**src/rtl/wash_pkg.sv**
```systemverilog
// Shared phase codes, duration table and status layout for the wash sequencer.
// Combinational definitions only; no latency.
// No flow control of its own.
package wash_pkg;

    typedef enum logic [2:0] {
        PH_IDLE   = 3'd0,
        PH_FILL   = 3'd1,
        PH_WASH   = 3'd2,
        PH_DRAIN  = 3'd3,
        PH_RINSE  = 3'd4,
        PH_SPIN   = 3'd5,
        PH_DONE   = 3'd6,
        PH_PAUSED = 3'd7
    } phase_e;

    typedef enum logic [1:0] {
        PROG_QUICK  = 2'd0,
        PROG_NORMAL = 2'd1,
        PROG_HEAVY  = 2'd2,
        PROG_ALT    = 2'd3
    } prog_e;

    // Timed-phase durations in ticks, ordered FILL, WASH, DRAIN, RINSE, SPIN.
    localparam logic [0:4][7:0] DUR_QUICK  = {8'd10, 8'd30,  8'd10, 8'd15, 8'd20};
    localparam logic [0:4][7:0] DUR_NORMAL = {8'd20, 8'd60,  8'd15, 8'd30, 8'd40};
    localparam logic [0:4][7:0] DUR_HEAVY  = {8'd30, 8'd120, 8'd20, 8'd45, 8'd90};

    localparam int unsigned ST_BUSY       = 7;
    localparam int unsigned ST_PAUSED     = 6;
    localparam int unsigned ST_DONE       = 5;
    localparam int unsigned ST_DOOR_FAULT = 4;
    localparam int unsigned ST_PROG_MSB   = 3;
    localparam int unsigned ST_PROG_LSB   = 2;

    typedef struct packed {
        logic       busy;
        logic       paused;
        logic       done;
        logic       door_fault;
        logic [1:0] prog;
        logic [1:0] rsvd;
    } status_t;

    function automatic logic [2:0] next_phase(input logic [2:0] ph);
        logic [2:0] nxt;
        case (ph)
            PH_FILL:  nxt = PH_WASH;
            PH_WASH:  nxt = PH_DRAIN;
            PH_DRAIN: nxt = PH_RINSE;
            PH_RINSE: nxt = PH_SPIN;
            PH_SPIN:  nxt = PH_DONE;
            default:  nxt = PH_IDLE;
        endcase
        return nxt;
    endfunction

endpackage

```
**src/rtl/wash_dur_rom.sv**
```systemverilog
// Duration lookup: program x phase -> ticks. Program 3 aliases normal.
// Purely combinational, zero latency.
// No flow control.
module wash_dur_rom
    import wash_pkg::*;
#(
    parameter int unsigned DONE_HOLD = 5
) (
    input  logic [1:0] prog,
    input  logic [2:0] phase,
    output logic [7:0] dur
);

    logic [0:4][7:0] row;

    always_comb begin
        case (prog)
            PROG_QUICK: row = DUR_QUICK;
            PROG_HEAVY: row = DUR_HEAVY;
            default:    row = DUR_NORMAL;
        endcase
    end

    always_comb begin
        dur = 8'd0;
        case (phase)
            PH_FILL:  dur = row[0];
            PH_WASH:  dur = row[1];
            PH_DRAIN: dur = row[2];
            PH_RINSE: dur = row[3];
            PH_SPIN:  dur = row[4];
            PH_DONE:  dur = DONE_HOLD[7:0];
            default:  dur = 8'd0;
        endcase
    end

endmodule

```
**src/rtl/wash_program_sequencer.sv**
```systemverilog
// Wash program FSM: steps FILL..SPIN, DONE, IDLE, issuing one command per phase.
// New phase command appears the cycle after the expiring tick; countdown starts after handshake.
// Holds ctrl/cmd_dur while cmd_valid && !cmd_ready; pause is the only offer withdrawal.
module wash_program_sequencer
    import wash_pkg::*;
#(
    parameter int unsigned DONE_HOLD = 5
) (
    input  logic       clk,
    input  logic       rst,
    input  logic       start,
    input  logic [1:0] prog_sel,
    input  logic       door_closed,
    input  logic       pause_req,
    input  logic       tick,
    input  logic       cmd_ready,
    output logic [2:0] ctrl,
    output logic [7:0] cmd_dur,
    output logic       cmd_valid,
    output logic [7:0] remaining,
    output logic [7:0] status
);

    localparam logic [2:0] S_IDLE   = PH_IDLE;
    localparam logic [2:0] S_FILL   = PH_FILL;
    localparam logic [2:0] S_DONE   = PH_DONE;
    localparam logic [2:0] S_PAUSED = PH_PAUSED;

    logic [2:0] state;
    logic [2:0] saved_phase;
    logic [7:0] remaining_q;
    logic [7:0] cmd_dur_q;
    logic       cmd_valid_q;
    logic [1:0] prog_q;
    logic       door_fault_q;
    logic       done_q;

    logic [1:0] rom_prog;
    logic [2:0] rom_phase;
    logic [7:0] rom_dur;
    logic       hold_req;
    status_t    st;

    // One lookup serves both program start (from prog_sel) and phase advance.
    assign rom_prog  = (state == S_IDLE) ? prog_sel : prog_q;
    assign rom_phase = (state == S_IDLE) ? S_FILL : next_phase(state);

    wash_dur_rom #(
        .DONE_HOLD (DONE_HOLD)
    ) u_rom (
        .prog  (rom_prog),
        .phase (rom_phase),
        .dur   (rom_dur)
    );

    assign hold_req = !door_closed || pause_req;

    always_ff @(posedge clk or negedge rst) begin
        if (!rst) begin
            state        <= S_IDLE;
            saved_phase  <= S_IDLE;
            remaining_q  <= 8'd0;
            cmd_dur_q    <= 8'd0;
            cmd_valid_q  <= 1'b0;
            prog_q       <= 2'd0;
            door_fault_q <= 1'b0;
            done_q       <= 1'b0;
        end else begin
            done_q <= 1'b0;
            case (state)
                S_IDLE: begin
                    if (start) begin
                        if (door_closed) begin
                            prog_q       <= prog_sel;
                            door_fault_q <= 1'b0;
                            state        <= S_FILL;
                            remaining_q  <= rom_dur;
                            cmd_dur_q    <= rom_dur;
                            cmd_valid_q  <= 1'b1;
                        end else begin
                            door_fault_q <= 1'b1;
                        end
                    end
                end
                S_PAUSED: begin
                    // Resume reissues the command with the frozen count, no reload.
                    if (door_closed && !pause_req) begin
                        state       <= saved_phase;
                        cmd_dur_q   <= remaining_q;
                        cmd_valid_q <= 1'b1;
                    end
                end
                default: begin
                    if (state != S_DONE && hold_req) begin
                        saved_phase <= state;
                        state       <= S_PAUSED;
                        cmd_valid_q <= 1'b0;
                    end else if (cmd_valid_q) begin
                        if (cmd_ready) begin
                            cmd_valid_q <= 1'b0;
                        end
                    end else if (tick) begin
                        if (remaining_q == 8'd1) begin
                            if (state == S_DONE) begin
                                state       <= S_IDLE;
                                remaining_q <= 8'd0;
                                cmd_dur_q   <= 8'd0;
                                done_q      <= 1'b1;
                            end else begin
                                state       <= next_phase(state);
                                remaining_q <= rom_dur;
                                cmd_dur_q   <= rom_dur;
                                cmd_valid_q <= 1'b1;
                            end
                        end else begin
                            remaining_q <= remaining_q - 8'd1;
                        end
                    end
                end
            endcase
        end
    end

    always_comb begin
        st            = '0;
        st.busy       = (state != S_IDLE);
        st.paused     = (state == S_PAUSED);
        st.done       = done_q;
        st.door_fault = door_fault_q;
        st.prog       = prog_q;
        st.rsvd       = 2'b00;
    end

    assign ctrl      = state;
    assign cmd_dur   = cmd_dur_q;
    assign cmd_valid = cmd_valid_q;
    assign remaining = remaining_q;
    assign status    = st;

endmodule

```
**config.mk**
```make
export PLATFORM = sky130hd
export DESIGN_NAME = wash_program_sequencer
export DESIGN_NICKNAME = d
export VERILOG_FILES = /design/src/rtl/wash_pkg.sv /design/src/rtl/wash_dur_rom.sv /design/src/rtl/wash_program_sequencer.sv
export SDC_FILE = /design/constraint.sdc
export NUM_CORES = 1
export LEC_CHECK = 0
export CAP_MARGIN = 0
export CORE_ASPECT_RATIO = 1.5
export CORE_UTILIZATION = 56
export CTS_CLUSTER_DIAMETER = 60
export DETAILED_ROUTE_END_ITERATION = 10
export DONT_BUFFER_PORTS = 1
export PLACE_DENSITY_LB_ADDON = 0.2
export SLEW_MARGIN = 20
export SYNTH_ARGS = -nofsm -noshare
export SYNTH_HDL_FRONTEND = slang
export SYNTH_SLANG_ARGS = --single-unit
export TNS_END_PERCENT = 100
```
**constraint.sdc**
```tcl
create_clock -name clk -period 3.35 [get_ports clk]
set_clock_uncertainty 0.1 [all_clocks]
set_input_delay 0.67 -clock clk [delete_from_list [all_inputs] [get_ports clk]]
set_output_delay 0.67 -clock clk [all_outputs]
set_load 0.01 [all_outputs]
```
Yosys cells after proc, flatten, opt, wreduce, memory -nomap -nowiden. Index checks and enable logic that the tools add are counted.

Add/sub/neg operators: 1. $mul: 0. Div/mod/pow operators: 0. Magnitude comparators: 0. Equal/unequal tests: 24. Shift operators: 0. Muxes and demuxes: 45. Bitwise operators: 2. Reductions and logical operators: 21.

Operators with widths (number): $mux W8 (12); $pmux W37 S2 (1); $pmux W8 S6 (1); $pmux W8 S2 (2); $mux W3 (9); $eq A3 B3 Y1 const B (7); $mux W1 (16); $pmux W3 S5 (1); $eq A3 B2 Y1 const B (4); $reduce_and A6 Y1 (2); $reduce_bool A3 Y1 (3); $eq A8 B1 Y1 const B (1); $reduce_bool A4 Y1 (2); $sub A8 B1 Y8 const B (1); $reduce_and A7 Y1 (1); $eq A3 B1 Y1 const B (2); $ne A2 B2 Y1 const B (3); $ne A3 B3 Y1 const B (2); $pmux W3 S2 (1); $reduce_and A3 Y1 (2); $ne A2 B1 Y1 const B (2); $ne A4 B2 Y1 const B (1); $reduce_and A2 Y1 (2); $logic_not A3 Y1 (1); other kinds (11) (14).

Flip-flop bits (word level): 27. Bits in latches: 0. Memory bits (writable): 0. Bits in read-only memories: 0. Input port bits: 9. Output and inout bits: 28. Logic and storage cells: 101. Memories: 0.

Depth between registers and ports, before layout. Gate-level depths: netlist of run 1.

Word-level depth: 11. Gate-level depth with buffers: 10. Mapped depth without buffers: 8.

Modules after synthesis. Synthesis of run 1 repeated with hierarchy kept, for this count alone.

Cells, all modules: 239. Area, all modules: 1951.9 um2.

By module, submodules not included: wash_program_sequencer (instances 1, cells each 202, area each 1706.6 um2, sequential area each 675.6 um2); wash_dur_rom (instances 1, cells each 37, area each 245.2 um2, sequential area each 0.0 um2).

Worst setup path after synthesis of run 1. Ideal clock, no wire load.

Kind: register to register. From: reg state[1], in the netlist ctrl[1]. To: reg remaining_q[3], in the netlist remaining[3]. Library setup time: 0.066 ns. Arrival: 2.669 ns. Required time: 3.184 ns. Setup slack: 0.515 ns. Cell stages (with the launch flop): 11. Path buffers: 2. Period minus slack after synthesis: 2.835 ns. Cells stage by stage: dfrtp_1 clkbuf_1 clkinv_1 ha_1 clkbuf_1 nor2_1 and3_1 a21oi_1 or2_2 a311oi_1 a221o_1.

Cells in the longest elaborated chain, start to end: 11. Elaborated cells between the ends (all ways): 38. Those cells by class: eq/ne (19); mux (13); bitwise (1); reduce/logical (5).

Ends and longest elaborated chain: from (decl) (RTL line wash_program_sequencer.sv:29) `logic [2:0] state;`; from (signal assigned) (RTL line wash_program_sequencer.sv:88) `state <= saved_phase;`; from (signal assigned) (RTL line wash_program_sequencer.sv:110) `state <= next_phase(state);`; $eq A3 B3 Y1 (tied with other cells) (RTL line wash_pkg.sv:47) `case (ph)`; $pmux W3 S5 / $mux W2 (equally long branches) (RTL line wash_pkg.sv:47, wash_program_sequencer.sv:45); $mux W3 (tied with other cells) (RTL line wash_program_sequencer.sv:46) `assign rom_phase = (state == S_IDLE) ? S_FILL : next_phase(state);`; $eq A3 B3 Y1 (tied with other cells) (RTL line wash_dur_rom.sv:26) `case (phase)`; $pmux W8 S6 (RTL line wash_dur_rom.sv:26); $mux W8 (RTL line wash_program_sequencer.sv:104) `if (state == S_DONE) begin`; $mux W8 (RTL line wash_program_sequencer.sv:103) `if (remaining_q == 8'd1) begin`; $mux W8 (RTL line wash_program_sequencer.sv:102) `end else if (tick) begin`; $mux W8 (RTL line wash_program_sequencer.sv:98) `end else if (cmd_valid_q) begin`; $mux W8 (RTL line wash_program_sequencer.sv:94) `if (state != S_DONE && hold_req) begin`; $pmux W8 S2 (RTL line wash_program_sequencer.sv:70) `case (state)`; to (signal assigned) (RTL line wash_program_sequencer.sv:77) `remaining_q <= rom_dur;`; to (signal assigned) (RTL line wash_program_sequencer.sv:111) `remaining_q <= rom_dur;`; to (signal assigned) (RTL line wash_program_sequencer.sv:116) `remaining_q <= remaining_q - 8'd1;`; to (decl) (RTL line wash_program_sequencer.sv:31) `logic [7:0] remaining_q;`.

Parallel ways exist; a longest one is shown, timed or not. The select of a mux whose other input is x is not followed. A chain may end at the register's enable or synchronous reset.

Worst setup path in the final report of run 1.
From: reg state[1], in the netlist ctrl[1]. To: reg remaining_q[0], in the netlist remaining[0].

The elaborated chain is that of the path after synthesis.

==> flow_results.org, run 1 <==
** Status
- Run status :: finished clean

** Final layout
- From synthesis to final layout, the design area changed by 3.84%.
- Commonest non-fill, non-tap cell in the layout :: sky130_fd_sc_hd__dfrtp_1
- Final Util :: 61.1%
- In the layout the commonest cells are sky130_fd_sc_hd__dfrtp_1 (27), sky130_fd_sc_hd__a21oi_1 (22), sky130_fd_sc_hd__nor2_1 (22), sky130_fd_sc_hd__nand2_1 (21), sky130_fd_sc_hd__o21ai_0 (17).
- Nets :: 249
- The number of antenna diodes in the final layout is 0.
- Cells with a size suffix above 1 make up 11.1% of the layout.

** Drt
- DRC viols :: 0
- Detailed Route WL :: 5290 um
- First DRT Iteration DRCs :: 66
- Routed wire per std cell :: 19.1 um
- Antenna viol nets, final :: 0
- Pre-Repair DR Iteration Count :: 5
- Summing over every cut layer, the via total after detailed routing is 1829.
- Via density per instance :: 6.60

** Clocking
- In this run, CTS created clock tree buffers numbering 3.
- CTS clk-pin slew, worst paths :: 0.10 ns
- The clock reaches the later pin of the worst-skew pair after 0.28 ns.
- TritonCTS built the clock tree.
- Hold_buf cts :: 1
- Sink Count :: 27
- Clock Tree Root :: sky130_fd_sc_hd__clkbuf_8
- CTS max path bufs :: 2
- Setup bufs post-CTS :: 0
- The number of gates resized after CTS was 0.
- CTS built an H-tree with a depth of 1.

** STA
- Slew Limit Fails :: 0
- In this run the tightest slew margin relative to its limit is 60.2%.
- Total of endpoints with negative setup slack in the final report :: 0
- For this run, the top clock speed supported by timing is 367 MHz.
- Setup repair after global routing missed its margin :: false
- Final count of hold timing violations :: 0
- After layout, the worst setup slack is 0.628 ns.
- For the pin with the worst max-slew slack, the measured transition is 0.596 ns.
- Setup total negative slack on the finished layout was measured at 0 ns.
- Clock period minus worst slack :: 2.72 ns
- In the finished design, the share of the clock period the worst path needs comes to 81.3%.

** GRT
- First-pass GRT wire length :: 8270 um
- The number of global-route vias before repair is 1731.
- Pin count of the biggest net entering global routing :: 28
- Total Routing Usage GR :: 29.5%
- The initial antenna violation count was 0.
- Overflow left after global routing :: 0

** Floorplanning
- Number of placement rows :: 26
- 37 I/O pins were placed.
- Horizontal die dimension :: 50.7 um
- The core region is 3380 um^2.
- The die covers 3800 um^2.
- Die Height :: 75 um
- Once the floorplan was initialized, standard cells occupied 58.8% of the core.

** Yosys
- Synth warn :: 0
- Synthesized flop and latch total :: 27
- Post-Synthesis Cells :: 241
- A synthesized cell averages 8.25 um^2.
- After synthesis, the share of flip-flops with an asynchronous set or reset is 100%.
- The most used flip-flop cell after synthesis is sky130_fd_sc_hd__dfrtp_1.
- Portion of the post-synthesis area used by sequential elements :: 34.0%
- Post-synth cell types :: 59
- Post-synth EDFFs :: 0
- The mapped netlist covers 1990 um^2.

** Critical path
- Worst setup path class :: reg -> reg
- Data required, critical path :: 3.40 ns
- Library cell appearing most often on the critical path :: sky130_fd_sc_hd__mux2_2
- The worst setup path is captured at a flip-flop.
- On the critical path, the stage with the largest delay is an instance of sky130_fd_sc_hd__nor3_4.
- Slowest stage delay, CP :: 0.40 ns
- Of all nets on the critical path, the largest fanout is 24.
- Buffering stage count on the worst path with inverters included :: 2
- Cell Chain, Critical Path :: buf_4, nor3_4, inv_2, mux2_2, mux2_2, a32oi_1, o221a_2, a21oi_1
- Arrival time at the worst endpoint :: 2.77 ns
- Broken down by cell family, the worst path's largest delay share belongs to multiplexers.
- Launching element type of the critical path :: flip-flop

** Power
- Reported net switching power :: 1.06 mW
- The share of total power dissipated in sequential elements is 33.1%.
- Proportion of total power due to net switching :: 51.6%
- IR analysis of the VDD net gives a maximum drop of 0.000753 V.
- The internal power of the cells totals 997 uW.
- Leakage Power :: 0.844 nW
- Per report_power, the clock group accounts for 9.2% of the total.
- Power per cell area :: 996 nW/um^2
- Combinational logic is responsible for 57.7% of the overall power.

** Worst hold path
- The min-delay analysis places its worst path in the category in -> async.

** Placed design
- At the end of routability-driven placement, the weighted congestion stood at 0.942.
- Post-detailed-placement half-perimeter wirelength :: 3960 um
- Number of buffer cells added on primary ports :: 0
- Pre-CTS setup slack :: 0.670 ns

** Job
- Max-cap violations in this run came to 0.
## power groups by stage
stage | sequential, mW | clock [mW] | combinational, mW
finish | 0.680 | 0.190 | 1.19
global route | 0.707 | 0.199 | 1.31
CTS | 0.680 | 0.192 | 1.18
detailed placement | 0.688 | 0 | 1.16
global placement | 0.683 | 0 | 1.16
floorplan | 0.642 | 0 | 0.917
## cell type report
cell class	count	area, um^2
Clock buffer	4	45.0
Fill cell	321	1320
Inverter	10	37.5
Multi-Input combinational cell	186	1180
Sequential cell	27	676
Tap cell	42	52.6
Timing Repair Buffer	8	72.6
## flip-flops by register name, summed over array words and instances (netlist names)
register,count
prog_q,2
door_fault_q,1
cmd_valid,1
done_q,1
saved_phase,3
ctrl,3
cmd_dur,8
remaining,8
## cells by family (layout without fill, tap and decap cells)
group                      count (synthesis)  count (layout)  synth area share, %
and+or+nand+nor                           88              88                 23.0
AOI/OAI and AO/OA                         83              83                 28.8
buffers and inverters                     29              22                 6.79
DFF                                       27              27                 34.0
muxes                                      7               7                 3.84
adders and majority gates                  4               4                 2.52
xor gates and xnor gates                   2               2                0.881
other                                      1               2                0.188
## cell usage after synthesis, types with 3 or more instances
cell,instances,area share [%]
sky130_fd_sc_hd__or3_1,3,0.94
sky130_fd_sc_hd__o221ai_1,3,1.3
sky130_fd_sc_hd__a211oi_1,3,1.1
sky130_fd_sc_hd__nand2b_1,7,2.2
sky130_fd_sc_hd__clkbuf_1,10,1.9
sky130_fd_sc_hd__o21a_1,4,1.5
sky130_fd_sc_hd__buf_2,3,0.75
sky130_fd_sc_hd__mux2_2,5,2.8
sky130_fd_sc_hd__o211ai_1,4,1.5
sky130_fd_sc_hd__inv_1,8,1.5
sky130_fd_sc_hd__nor3_1,8,2.0
sky130_fd_sc_hd__nor2b_1,4,1.3
sky130_fd_sc_hd__ha_1,4,2.5
sky130_fd_sc_hd__o21ai_0,17,4.3
sky130_fd_sc_hd__nand3_1,9,2.3
sky130_fd_sc_hd__nand2_1,21,4.0
sky130_fd_sc_hd__a2bb2oi_1,3,1.3
sky130_fd_sc_hd__dfrtp_1,27,34
sky130_fd_sc_hd__a21oi_1,22,5.5
sky130_fd_sc_hd__nor2_1,22,4.2
sky130_fd_sc_hd__buf_4,4,1.5
## per-layer routing
| layer | GRT usage [%] | part of all wire, % |
|---|---|---|
| met5 | 0 | 0 |
| met3 | 4.44 | 4.8 |
| met1 | 30.8 | 38 |
| met4 | 20.1 | 4.3 |
| met2 | 53.9 | 53 |
## metrics by stage
step                      instance area [um^2]  hold WS [ns]  cells  power [mW]
after floorplan                           1990         0.274    242        1.56
after global placement                    2000         0.275    272        1.84
after detailed placement                  2000         0.275    272        1.85
after CTS                                 2070         0.101    277        2.05
after global routing                      2070         0.106    277        2.22
final                                     2070        0.0954    277        2.06
## final timing paths
kind	end	start	cells past startpoint	slack [ns]
max	remaining[0]$_DFFE_PN0P_	ctrl[1]$_DFFE_PN0P_	8	0.63
min	remaining[6]$_DFFE_PN0P_	rst	1	0.1
max reg2reg	remaining[0]$_DFFE_PN0P_	ctrl[1]$_DFFE_PN0P_	8	0.63
min reg2reg	saved_phase[1]$_DFFE_PN0P_	saved_phase[1]$_DFFE_PN0P_	2	0.40
max in group asynchronous	cmd_dur[3]$_DFFE_PN0P_	rst	1	2.90
min in group clk	door_fault_q$_DFFE_PN0P_	door_closed	1	0.40
Note: power is estimated with default switching activity, not from simulation.
==> run 2, diff against run 1 <==
==> constraint.sdc (replaced) <==
create_clock -name clk -period 2.3 [get_ports clk]
set_clock_uncertainty 0.1 [all_clocks]
set_input_delay 0.46 -clock clk [delete_from_list [all_inputs] [get_ports clk]]
set_output_delay 0.46 -clock clk [all_outputs]
set_load 0.01 [all_outputs]
==> flow_results.org, run 2 (synthesis gave the netlist of run 1 again) <==
** Status
- The flow ran to the end, and the final reports show no timing, DRC or antenna violations.

** Placed design
- Post-detailed-placement half-perimeter wirelength :: 4330 um
- Number of buffer cells added on primary ports :: 0
- Routability-driven placement finished with a final weighted congestion of 0.949.
- The number of placed instances, taps included, is 297.

** GRT
- Total Routing Usage GR :: 32.9%
- Number of global-route vias before repair :: 2050
- Antenna violations before repair :: 0
- Overflow left after global routing :: 0
- Pin count of the biggest net entering global routing :: 28
- The first global-routing pass estimated 9470 um of wire.

** Floorplanning
- DIE AREA :: 3800 um^2
- Die Height :: 75 um
- Pin placement for this block handled 37 I/O pins.
- Horizontal die dimension :: 50.7 um
- Initial cell density of the core :: 58.8%
- After floorplanning, the core was divided into 26 placement rows.
- Core outline area :: 3380 um^2

** Power
- IR analysis of the VDD net gives a maximum drop of 0.000891 V.
- The internal portion of the total power is 1.75 mW.
- Sequential share of power :: 26.7%
- Of the total power, the share spent switching nets is 49.3%.
- Per report_power, the clock group accounts for 8.1% of the total.
- Reported net switching power :: 1.70 mW
- In this run the static leakage power is 0.979 nW.
- The share of total power dissipated in combinational logic is 65.1%.
- Dividing total power by cell area gives a power density of 1460 nW/um^2.

** Clocking
- The later pin in the worst-skew pair is clocked with a latency of 0.28 ns.
- The longest clock path from root to sink contains 2 buffers.
- Number of H-tree branching levels :: 1
- Clock Tree Root :: sky130_fd_sc_hd__clkbuf_8
- Clock buffers created by TritonCTS :: 3
- TritonCTS built the clock tree.
- Sink Count :: 27
- After clock tree synthesis, the clock-pin slew on the worst setup and hold paths is 0.10 ns.

** Drt
- DRC viols :: 0
- First DRT Iteration DRCs :: 105
- In this run the remaining antenna-violating nets after routing total 0.
- Via density per instance :: 6.77
- Routed wire per std cell :: 19.5 um
- Vias :: 2052
- Detailed Route WL :: 5910 um
- The pre-antenna-repair detailed-routing pass consisted of 4 iterations.

** Critical path
- Cell Chain, Critical Path :: nor3_4, inv_2, buf_4, mux2i_2, a21oi_1, or2_2, a311oi_2, a221o_1
- Data required, critical path :: 2.42 ns
- Launching element type of the critical path :: flip-flop
- The worst setup path is captured at a flip-flop.
- Worst setup path class :: reg -> reg
- In this design, the stage delay of the slowest critical-path cell is 0.49 ns.
- For the worst setup path, the data arrival time is 2.42 ns.
- Cell at the slowest stage of the critical path :: sky130_fd_sc_hd__dfrtp_2
- Of all nets on the critical path, the largest fanout is 11.

** STA
- Final worst hold slack :: 0.191 ns
- The final hold violation count was 0.
- Setup repair after global routing could not meet its margin everywhere.
- Maximum clock frequency :: 436 MHz
- The count of pins over their slew limit was 0.
- Setup violations remaining at the end of the flow were counted as 0.
- Final worst-path cycle share :: 99.8%
- Clock period minus worst slack :: 2.29 ns

** Worst hold path
- The min-delay analysis places its worst path in the category in -> reg.

** Final layout
- Compared with the post-synthesis result, the final layout area differs by 18.5%.
- Leading cell types in the layout, fill and taps excluded :: sky130_fd_sc_hd__buf_4 (32), sky130_fd_sc_hd__dfrtp_1 (25), sky130_fd_sc_hd__a21oi_1 (21), sky130_fd_sc_hd__nand2_1 (20), sky130_fd_sc_hd__nor2_1 (19)
- Layout cells sized above 1 :: 26.1%
- In the final design database the tool counted 275 nets.
- The count of cells in the finished layout, fillers not included, comes to 303.
- The number of antenna diodes in the final layout is 0.
- Commonest non-fill, non-tap cell in the layout :: sky130_fd_sc_hd__buf_4

** Job
- Maximum capacitance violations :: 0
run 2: cell count changes in the layout (fill, tap and decap cells not counted), moves of 2 or more:
cell	delta
sky130_fd_sc_hd__buf_4	+25
sky130_fd_sc_hd__dfrtp_1	-2
sky130_fd_sc_hd__dfrtp_2	+2
sky130_fd_sc_hd__mux2i_1	-2
sky130_fd_sc_hd__mux2i_2	+2
sky130_fd_sc_hd__nor2_1	-3
sky130_fd_sc_hd__nor2_2	+2
run 2: metal layers:
layer | GRT usage [%] | share of wire, %
met1 | 35.0 | 36
met2 | 62.2 | 54
met5 | 0 | 0
met3 | 4.44 | 4.7
met4 | 17.6 | 4.9
run 2: path summary, 6_finish.rpt:
kind,startpoint,endpoint,slack (ns),cells past startpoint
max reg2reg,ctrl[2]$_DFFE_PN0P_,remaining[3]$_DFFE_PN0P_,0.005,8
min reg2reg,saved_phase[0]$_DFFE_PN0P_,saved_phase[0]$_DFFE_PN0P_,0.41,1
min in group asynchronous,rst,remaining[4]$_DFFE_PN0P_,0.52,2
max,ctrl[2]$_DFFE_PN0P_,remaining[3]$_DFFE_PN0P_,0.005,8
max in group asynchronous,rst,ctrl[2]$_DFFE_PN0P_,1.40,2
min,door_closed,door_fault_q$_DFFE_PN0P_,0.19,1
run 2: critical path, delay by kind of cell, from the launching register on:
| family | cells | cell delay (ns) |
|---|---|---|
| buf+inv | 2 | 0.26 |
| simple gates | 2 | 0.52 |
| mux | 1 | 0.26 |
| compound gates | 3 | 0.63 |
| flops | 1 | 0.49 |
run 2: power groups by stage:
stage	clock network (mW)	registers [mW]	logic [mW]
after detailed placement	0	0.932	2.08
after global routing	0.307	0.945	2.43
after global placement	0	0.923	2.02
after floorplan	0	0.942	1.42
after CTS	0.290	0.922	2.12
final	0.281	0.923	2.25
run 2: what timing repair did:
item	CTS	global route
setup buffers	0	0
gates resized for setup	2	10
pin swaps	0	4
endpoints found under the setup margin	3	11
endpoints found under the hold margin	27	0
hold buffers	2	0
run 2: through the flow:
stage | cell area [um^2] | utilization [%] | setup TNS [ns] | power [mW] | worst slack [ns]
2_1_floorplan | 2050 | - | 0 | 2.37 | 0.0134
3_3_place_gp | 2220 | 65.7 | 0 | 2.94 | 0.0298
3_5_place_dp | 2220 | 65.7 | -0.0548 | 3.01 | -0.0355
4_1_cts | 2310 | 68.3 | 0 | 3.33 | 0.0110
5_1_grt | 2360 | 69.7 | -0.0634 | 3.68 | -0.0282
6_report | 2360 | 69.7 | 0 | 3.45 | 0.00522
run 2: final cells by class:
type,instances,area [um^2]
Inverter,10,42.5
Clock buffer,3,41.3
Fill cell,289,1030
Timing Repair Buffer,34,270
Tap cell,42,52.6
Sequential cell,27,678
Clock inverter,1,7.51
Multi-Input combinational cell,186,1260
==> run 3, diff against run 2 <==
--- a/config.mk
+++ b/config.mk
@@ -7,7 +7,8 @@
 export LEC_CHECK = 0
 export CAP_MARGIN = 0
 export CORE_ASPECT_RATIO = 1.5
-export CORE_UTILIZATION = 56
+export CORE_MARGIN = 10
+export CORE_UTILIZATION = 40
 export CTS_CLUSTER_DIAMETER = 60
 export DETAILED_ROUTE_END_ITERATION = 10
 export DONT_BUFFER_PORTS = 1
==> flow_results.org, run 3 (synthesis gave the netlist of run 1 again) <==
** GRT
- Overflow left after global routing :: 0
- The initial antenna violation count came to 0.
- First-pass GRT wire length :: 10100 um
- The number of global-route vias before repair was 2040.
- Across every metal layer, demand over resource in global routing totals 15.0%.
- Entering global routing, the biggest net connects 28 pins.

** Power
- The completed layout was analyzed and its total power is 3.61 mW.
- Worst supply voltage drop on vdd :: 0.000610 V
- Summed over all cells, the static leakage comes to 1.06 nW.
- For this design the ratio of total power to cell area is 1440 nW/um^2.

** Critical path
- Counting cells, the worst reg-to-reg path comes to 6.
- STA classifies the critical path endpoint as a flip-flop.
- Data required, critical path :: 2.36 ns
- The critical path is of the reg -> reg type.
- STA classifies the critical path startpoint as a flip-flop.
- In this run the worst path has a maximum fanout of 5.
- Data arrives at the worst endpoint at 2.29 ns.

** STA
- The worst path needs 2.23 ns of the cycle, external delays included.
- Setup violations remaining at the end of the flow were counted as 0.
- Setup repair after global routing missed its margin :: true
- Maximum clock frequency :: 449 MHz
- Of the available clock period, the critical path in the final layout requires 96.8%.
- Fin Setup TNS :: 0 ns
- The count of pins over their slew limit is 0.
- Across all setup checks in the final design, the least slack found is 0.0740 ns.
- The final hold violation count is 0.

** Drt
- Via density per instance :: 5.69
- Vias :: 1936
- In this run the remaining antenna-violating nets after routing total 0.
- Dividing the detail-routed wire length by the instance count gives 18.2 um.
- First DRT Iteration DRCs :: 94
- Pre-Repair DR Iteration Count :: 4
- Detailed Route WL :: 6190 um
- After detailed routing, the number of remaining DRC violations is 0.

** Clocking
- Clock latency reported for the late side of the worst-skew pair :: 0.27 ns
- CTS max path bufs :: 2
- Clock tree from TritonCTS :: done
- The root buffer cell chosen for the clock tree is sky130_fd_sc_hd__clkbuf_8.
- CTS clk-pin slew, worst paths :: 0.10 ns
- Number of H-tree branching levels :: 1
- Once the clock tree was built, the setup fixing pass inserted 0 buffers.
- The number of clock buffers added by TritonCTS is 3.
- CTS saw 27 sinks.

** Final layout
- At the end of the flow, the number of nets in the layout was 288.
- Summing all multi-input logic gate instances after layout gives 1280 um^2.
- Area Overhead vs Synth :: 26.5%
- Leaving out fill and tap cells, the most frequent cells in the layout are sky130_fd_sc_hd__buf_4 (43), sky130_fd_sc_hd__dfrtp_1 (25), sky130_fd_sc_hd__a21oi_1 (21), sky130_fd_sc_hd__nor2_1 (21), sky130_fd_sc_hd__nand2_1 (20).
- Fillcell total :: 500
- Final Util :: 52.3%
- In the final layout, the share of cells above drive strength 1 is 29.2%.
- The library cell used most frequently in the layout, excluding fill and tap cells, is sky130_fd_sc_hd__buf_4.
- Storage cell area :: 678 um^2
- Diodes inserted :: 0

** Worst hold path
- The min-delay analysis places its worst path in the category in -> reg.
- Number of cells traversed by the worst hold path :: 1

** Floorplanning
- Once the floorplan was initialized, standard cells occupied 41.4% of the core.
- IO Pins :: 37
- The floorplan step defined a die boundary enclosing 8250 um^2.
- In this run the vertical extent of the chip is 106 um.
- The region available for standard cell placement spans 4810 um^2.
- In this run the core area contains 31 standard-cell rows.
- Horizontal die dimension :: 77.6 um

** Job
- Maximum capacitance violations :: 0

** Placed design
- At the placement stage, the worst setup path has a slack of -0.00198 ns.
- During placement, the flow inserted port buffers numbering 0.
- The HPWL after detailed placement is 4920 um.
- The congestion estimate from routability-driven global placement came to 0.909.

** Status
- Run status :: finished clean
==> run 3: changes by cell type in the layout (fill, tap and decap cells not counted), moves of 2 or more <==
cell / previous run / this run
sky130_fd_sc_hd__buf_4: 32 / 43
sky130_fd_sc_hd__mux2i_1: 0 / 2
sky130_fd_sc_hd__mux2i_2: 2 / 0
sky130_fd_sc_hd__buf_12: 1 / 3
sky130_fd_sc_hd__nor2_1: 19 / 21
sky130_fd_sc_hd__nor2_2: 2 / 0
==> run 3: final cells by class <==
class	count	area share (%)
inverter	10	1.69
multi-input combinational	186	50.7
sequential	27	26.9
tap	66	3.28
clock buffer	4	1.79
timing repair buffer	47	15.6
==> run 3: what timing repair did <==
item | 4_1_cts | 5_1_grt
endpoints found under the hold margin | 27 | 0
endpoints found under the setup margin | 6 | 17
hold buffers | 2 | 0
resized for setup | 1 | 12
pin swaps | 0 | 5
==> run 3: report_power, final <==
group	total (mW)	leakage (nW)	internal, mW	switching, mW
sequential	0.931	0.326	0.684	0.247
combinational	2.41	0.709	1.09	1.32
clock	0.270	0.0228	0.124	0.146
==> run 3: stage by stage <==
stage                     area [um^2]  hold WS [ns]  instances
after global routing             2520         0.174        340
after global placement           2370        0.0653        334
after CTS                        2450         0.187        340
after detailed placement         2370        0.0653        334
after floorplan                  2050        0.0644        242
final                            2520         0.194        340
==> run 3: worst max-delay path, stage by stage (launching register included) <==
cell                      delay, ns
sky130_fd_sc_hd__dfrtp_1       0.39
sky130_fd_sc_hd__or4_4         0.56
sky130_fd_sc_hd__buf_4         0.17
sky130_fd_sc_hd__or3_4         0.39
sky130_fd_sc_hd__nand2_2       0.10
sky130_fd_sc_hd__nor2_1        0.07
sky130_fd_sc_hd__a221o_1       0.32
==> run 3: worst paths after layout <==
kind,startpoint,slack [ns],end
min in group asynchronous,rst,0.54,ctrl[0]$_DFFE_PN0P_
hold / removal,door_closed,0.19,door_fault_q$_DFFE_PN0P_
max in group asynchronous,rst,1.40,ctrl[2]$_DFFE_PN0P_
setup reg to reg,remaining[5]$_DFFE_PN0P_,0.07,remaining[5]$_DFFE_PN0P_
setup / recovery,remaining[5]$_DFFE_PN0P_,0.07,remaining[5]$_DFFE_PN0P_
hold reg to reg,saved_phase[2]$_DFFE_PN0P_,0.39,saved_phase[2]$_DFFE_PN0P_
==> run 3: layer usage <==
metal | part of all wire [%] | GRT usage [%] | vias to the layer above
met1 | 36 | 14.4 | 921
met2 | 54 | 27.3 | 54
met5 | 0 | 0 | -
met3 | 5.4 | 3.63 | 16
li1 | - | - | 945
met4 | 5.1 | 9.95 | 0
